==> src/rtl/truth_table_sweeper_pkg.sv <==
// Shared types for the truth-table sweeper: FSM encoding and vector-count helper.
package truth_table_sweeper_pkg;

    typedef enum logic [1:0] {
        ST_IDLE   = 2'd0,
        ST_SETTLE = 2'd1,
        ST_SAMPLE = 2'd2,
        ST_DONE   = 2'd3
    } state_t;

    function automatic int nvec(input int n_in);
        return 1 << n_in;
    endfunction

endpackage

==> src/rtl/truth_table_sweeper_settle_timer.sv <==
// Loadable down-counter that flags when a vector has been held long enough.
module settle_timer #(
    parameter int W = 1
) (
    input  logic         clk,
    input  logic         reset,
    input  logic         load,
    input  logic [W-1:0] load_val,
    input  logic         dec,
    output logic         zero
);

    logic [W-1:0] cnt;

    always_ff @(posedge clk or posedge reset) begin
        if (reset) begin
            cnt <= '0;
        end else if (load) begin
            cnt <= load_val;
        end else if (dec && cnt != '0) begin
            cnt <= cnt - W'(1);
        end
    end

    assign zero = (cnt == '0);

endmodule

==> src/rtl/truth_table_sweeper.sv <==
// Sweeps all input vectors over a gate pair, captures both truth tables
// and counts the vectors on which the two implementations disagree.
module truth_table_sweeper
    import truth_table_sweeper_pkg::*;
#(
    parameter int N_IN   = 2,
    parameter int SETTLE = 1
) (
    input  logic                   clk,
    input  logic                   reset,
    input  logic                   start,
    output logic [N_IN-1:0]        x,
    input  logic                   sa,
    input  logic                   sb,
    output logic                   busy,
    output logic                   done,
    output logic [(1<<N_IN)-1:0]   table_a,
    output logic [(1<<N_IN)-1:0]   table_b,
    output logic                   mismatch,
    output logic [N_IN:0]          err_count
);

    localparam int NVEC  = nvec(N_IN);
    // A zero settle time would sample the same edge x changes; clamp to one.
    localparam int S_EFF = (SETTLE < 1) ? 1 : SETTLE;
    localparam int CW    = (S_EFF > 1) ? $clog2(S_EFF) : 1;
    localparam logic [CW-1:0] LOAD = CW'(S_EFF - 1);

    state_t state, state_nx;
    logic   t_load, t_dec, t_zero;
    logic   clr, cap, x_inc;
    logic   last;

    assign last = (x == N_IN'(NVEC - 1));

    settle_timer #(.W(CW)) u_timer (
        .clk      (clk),
        .reset    (reset),
        .load     (t_load),
        .load_val (LOAD),
        .dec      (t_dec),
        .zero     (t_zero)
    );

    always_ff @(posedge clk or posedge reset) begin
        if (reset) state <= ST_IDLE;
        else       state <= state_nx;
    end

    always_comb begin
        state_nx = state;
        t_load   = 1'b0;
        t_dec    = 1'b0;
        clr      = 1'b0;
        cap      = 1'b0;
        x_inc    = 1'b0;
        unique case (state)
            ST_IDLE: begin
                if (start) begin
                    clr      = 1'b1;
                    t_load   = 1'b1;
                    state_nx = ST_SETTLE;
                end
            end
            ST_SETTLE: begin
                if (t_zero) state_nx = ST_SAMPLE;
                else        t_dec    = 1'b1;
            end
            ST_SAMPLE: begin
                cap = 1'b1;
                if (last) begin
                    state_nx = ST_DONE;
                end else begin
                    x_inc    = 1'b1;
                    t_load   = 1'b1;
                    state_nx = ST_SETTLE;
                end
            end
            ST_DONE: state_nx = ST_IDLE;
            default: state_nx = ST_IDLE;
        endcase
    end

    assign busy = (state != ST_IDLE);
    assign done = (state == ST_DONE);

    always_ff @(posedge clk or posedge reset) begin
        if (reset) begin
            x         <= '0;
            table_a   <= '0;
            table_b   <= '0;
            mismatch  <= 1'b0;
            err_count <= '0;
        end else if (clr) begin
            x         <= '0;
            table_a   <= '0;
            table_b   <= '0;
            mismatch  <= 1'b0;
            err_count <= '0;
        end else begin
            if (cap) begin
                table_a[x] <= sa;
                table_b[x] <= sb;
                if (sa != sb) begin
                    err_count <= err_count + (N_IN+1)'(1);
                    mismatch  <= 1'b1;
                end
            end
            if (x_inc) x <= x + N_IN'(1);
        end
    end

endmodule

==> config.mk <==
export PLATFORM = sky130hd
export DESIGN_NAME = truth_table_sweeper
export DESIGN_NICKNAME = d
export VERILOG_FILES = /design/src/rtl/truth_table_sweeper_pkg.sv /design/src/rtl/truth_table_sweeper_settle_timer.sv /design/src/rtl/truth_table_sweeper.sv
export SDC_FILE = /design/constraint.sdc
export NUM_CORES = 1
export LEC_CHECK = 0
export ABC_AREA = 1
export BUFFER_PORTS_ARGS = -buffer_cell sky130_fd_sc_hd__buf_2
export CAP_MARGIN = 5
export CORE_MARGIN = 1.5
export CORE_UTILIZATION = 30
export CTS_BUF_LIST = sky130_fd_sc_hd__clkbuf_8
export DETAILED_ROUTE_END_ITERATION = 8
export GPL_TIMING_DRIVEN = 0
export PLACE_DENSITY = 0.57
export SETUP_SLACK_MARGIN = 0.5
export SYNTH_ARGS = -nofsm -noshare
export SYNTH_HDL_FRONTEND = slang
export SYNTH_SLANG_ARGS = --single-unit
==> constraint.sdc <==
create_clock -name clk -period 1 [get_ports clk]
set_input_delay 0.2 -clock clk [delete_from_list [all_inputs] [get_ports clk]]
set_output_delay 0.2 -clock clk [all_outputs]
set_load 0.1 [all_outputs]
* Word level (Yosys, flattened, before mapping)
Index checks and enable logic that the tools add are counted.
** Storage, ports and cells
- Register bits after elaboration :: 17
- Output and inout bits :: 16
- Logic and storage cells :: 59
** Operators by class
- Add/subtract/negate cells :: 3
- Order comparisons :: 2
- Eq/ne operators :: 7
- Mux-type cells :: 30
- Reduce and logical (&&, ||, !) cells :: 10
** Operators with widths (number)
- 4-bit two-way mux :: 4
- 1-bit two-way mux :: 13
- 2-bit two-way mux :: 5
- 2-bit nonzero test :: 5
- 3-bit two-way mux :: 3
- 4-bit bitwise mux :: 2
- 2-bit one-hot mux with 4 select lines :: 1
- 2-bit equality test, second input constant :: 3
- 2-bit inequality test, second input constant :: 2
- 2-bit AND reduction :: 2
- 3-bit by 1-bit adder with 3-bit output, second input constant :: 1
- 2-bit by 3-bit less-than comparator with 1-bit output, second input constant :: 1
- 2-bit by 1-bit adder with 2-bit output, second input constant :: 1
- 1-bit demux with 2-bit select :: 1
- 2-bit by 1-bit equality test with 1-bit output, second input constant :: 1
- 2-bit by 1-bit greater-or-equal comparator with 1-bit output, second input constant :: 1
- 1-bit logical AND :: 2
- 2-bit zero test :: 1
- 1-bit one-hot mux with 2 select lines :: 1
- 1-bit inequality test :: 1
- 1-bit subtractor, second input constant :: 1

* Logic depth before layout (Yosys ltp)
- Depth after elaboration :: 7
- Gate-level depth with buffers :: 7
- Depth with buffers taken out :: 7

* By module
From an unflattened synthesis, not the netlist that was laid out.
** Second synthesis, totals
- Cell total of the unflattened synthesis :: 114
- Area total of the unflattened synthesis :: 925.9 um2
** By module, submodules not included
- truth_table_sweeper :: instances 1, cells an instance 106, area each 873.3 um2, seq. area each 400.4 um2
- settle_timer :: instances 1, cells an instance 8, area each 52.6 um2, seq. area each 25.0 um2

* Worst setup path before layout
No wires, ideal clock.
- Path kind :: register -> register
- Start point :: register x[0]
- End point :: register x[1]
- Setup time :: 0.130 ns
- Arrival :: 1.606 ns
- Required time :: 0.870 ns
- Path slack :: -0.736 ns
- Cell stages (with the launch flop) :: 5
- Buffers on the path :: 0
- Period minus slack after synthesis :: 1.736 ns
- Cells stage by stage :: dfrtp_1 inv_1 ha_1 nand3_1 o21ai_0
** Between the ends
- Word-level cells in the longest chain between the ends :: 4
** RTL lines
- start, declared :: line truth_table_sweeper.sv:12 : output logic [N_IN-1:0] x,
- start signal, assigned :: line truth_table_sweeper.sv:109 : if (x_inc) x <= x + N_IN'(1);
- 2-bit equality test :: line truth_table_sweeper.sv:34 : assign last = (x == N_IN'(NVEC - 1));
- 1-bit two-way mux :: line truth_table_sweeper.sv:71 : if (last) begin
- 1-bit two-way mux :: line truth_table_sweeper.sv:57 : unique case (state)
- 2-bit nonzero test (no source line)
Several ways; a longest one is shown, not always the timed one. The select of a mux whose other input is x is not followed.
A chain may end at the register's enable or synchronous reset.

* Worst setup path after layout
- Start point :: register state[0]
- End point :: output port done
** Between the ends
- Word-level cells in the longest chain between the ends :: 1
** RTL lines
- start, declared :: line truth_table_sweeper.sv:29 : state_t state, state_nx;
- start signal, assigned :: line truth_table_sweeper.sv:47 : else state <= state_nx;
- 2-bit equality test :: line truth_table_sweeper.sv:85 : assign done = (state == ST_DONE);
- end, declared :: line truth_table_sweeper.sv:16 : output logic done,
Every way passes these cells.

==> flow_summary.toml <==
[run_status]
status = "finished with violations"
violations = "negative hold slack, negative setup slack"

[sta]
fin_ws_ps = -238
setup_violations = 33
tightestPinTransition_ps = 365
min_period_ps = 1240
whs_ps = -73.8
fin_skew_ps = 0.614
hold_viol_final = 17
slew_viol_final = 0
max_slew_margin_pct = 75.6
tns_ps = -5060
fin_crit_sh_pct = 124
fmax_mhz = 808
rsz0062_at_grt = "true"

[detailed_routing]
postRouteWirelength_microns = 1960
wl_per_cell_microns = 12.6
via_per_inst = 4.54
drc = 0
vias = 709
drtPass1Iterations = 2
ant_nets = 0
drtIter0Drc = 3

[floorplanning]
num_rows = 18
design.core.area_sq_um = 2500
ioPinCount = 21
dieArea_sq_um = 2970
die_height_microns = 54.5
die_width_microns = 54.5
start_util_pct = 31.8

[critical_path]
cp.arrival_ps = 1040
worstSetupStartpointType = "flip-flop"
r2r-start = "state[1]"
endpoint_kind = "primary output"
r2r_end = "x[0]"
critPathKind = "reg -> out"
crit_fanout = 4
worstRegToRegCells = 6
r2r_slack_ps = -200
worst_ep_required_time_ps = 800

[grt]
grt-ovfl-total = 0
grt_pass1_vias = 712
antenna_found_initial = 0
track_usage_pct = 16.4
grt_pass1_wl_microns = 3390
grt_max_degree = 18

[layout]
fin_area_sq_um = 1560
diodes = 0
n_fill_cell = 217
seqCellArea_sq_um = 479
area_growth_pct = 96.2
fin_nets = 137
layout-drive-gt1-share_pct = 73.0
finish.utilization_pct = 62.4
multi_input_area_sq_um = 472

[synthesis]
synth.avg_cell_area_sq_um = 9.13
synth-seq-area-share_pct = 53.5
ys_ff_latch = 17
synth_area_sq_um = 795
synth-edff-count = 0
syn_inst = 87
synth-main-ff-cell = "dfrtp_1"
ys_top_cells_by_count = "nand2_1, dfrtp_1, nand3_1"
async_reset_ff_share_pct = 100
syn_nets = 97
yosysMostFrequentCell = "nand2_1"
synthTopCellsByArea = "dfrtp_1, nand2_1, nand3_1"
yosysTopAreaCell = "dfrtp_1"
synth_top_area_share_pct = 53.5
yosysWarnings = 0
synth_cell_types = 14

[flow_run]
drv_cap = 0

[clocking]
clk_path_buf_depth = 2
clk_pin_slew_ps = 60
htree_levels = 1
root_buffer = "clkbuf_8"
clkLatencyLatePin_ps = 250
cts_tree = "yes"
numCtsBuffers = 3
cts.sinks = 17

[place]
io_buffers = 20
dpl_cell_area_sq_um = 1070
hpwlAfterDp_microns = 1210
gp_congestion = 0.741

[min_path]
hold_path_class = "in -> async"
## layout by cell type (no fill, tap or decap), types with 6 or more instances in the layout
cell and instances:
dfrtp_4 14, nand3_2 10, buf_12 15, nand2_2 10, buf_4 11, o21ai_1 8
nand2_1 12, buf_6 6
## worst max-delay path by stage
stage / endpoint / cells after the start / startpoint
3_5_place_dp: table_b[3] / 5 / state[1]
3_3_place_gp: table_a[3] / 5 / state[1]
6_report: done / 3 / state[0]
5_1_grt: done / 3 / state[0]
2_1_floorplan: x[1] / 4 / x[1]
4_1_cts: done / 3 / state[0]
## kinds of logic (layout without fill, tap and decap cells)
logic type      Yosys count  count (layout)  synth area share, %
buf+inv                  11              50                 5.67
simple gates             41              41                 23.6
flops                    17              17                 53.5
compound gates           11              11                 6.93
xor+xnor                  1               1                 1.10
mux                       1               1                 1.26
fa+ha+maj                 5               5                 7.87
## layer usage
layer,wire length (microns),part of all wire (%),track usage [%],up-vias
met2,1020,52,25.3,12
met5,0,0,0,-
met4,13,0.66,3.75,0
met3,69,3.5,4.92,2
li1,-,-,-,363
met1,861,44,22.6,332
## what timing repair did
item	4_1_cts	5_1_grt
endpoints found under the hold margin	17	17
pin swaps	14	4
gates cloned	1	0
setup buffers	9	5
gates resized for setup	91	4
endpoints found under the setup margin	48	33
## worst max-delay path, cell delays in order (launching register included)
cell	delay [ps]
dfrtp_2	440
nand2_2	90
clkinvlp_4	80
buf_6	180
## registers in the layout, indices dropped and copies added (netlist names)
register,count
x,2
table_a,4
state,2
table_b,4
u_timer.cnt,1
mismatch,1
err_count,3
## metrics by stage
step / setup WS [ps] / instances
2_1_floorplan: -228 / 87
3_3_place_gp: -184 / 137
3_5_place_dp: -192 / 137
4_1_cts: -260 / 151
5_1_grt: -274 / 156
6_report: -238 / 156
## layout make-up
cell class              instances  area share, %
repair buffers                 35           29.5
plain buffers                   1          0.722
inverters                      10           3.53
well taps                      30           2.41
clock inverters                 1          0.241
clock buffers                   3           2.65
flip-flops and latches         17           30.7
multi-input cells              59           30.3
Power is left out: the tool's default activity adds up to more than one toggle a clock period on the data nets, which glitch-free logic cannot reach.
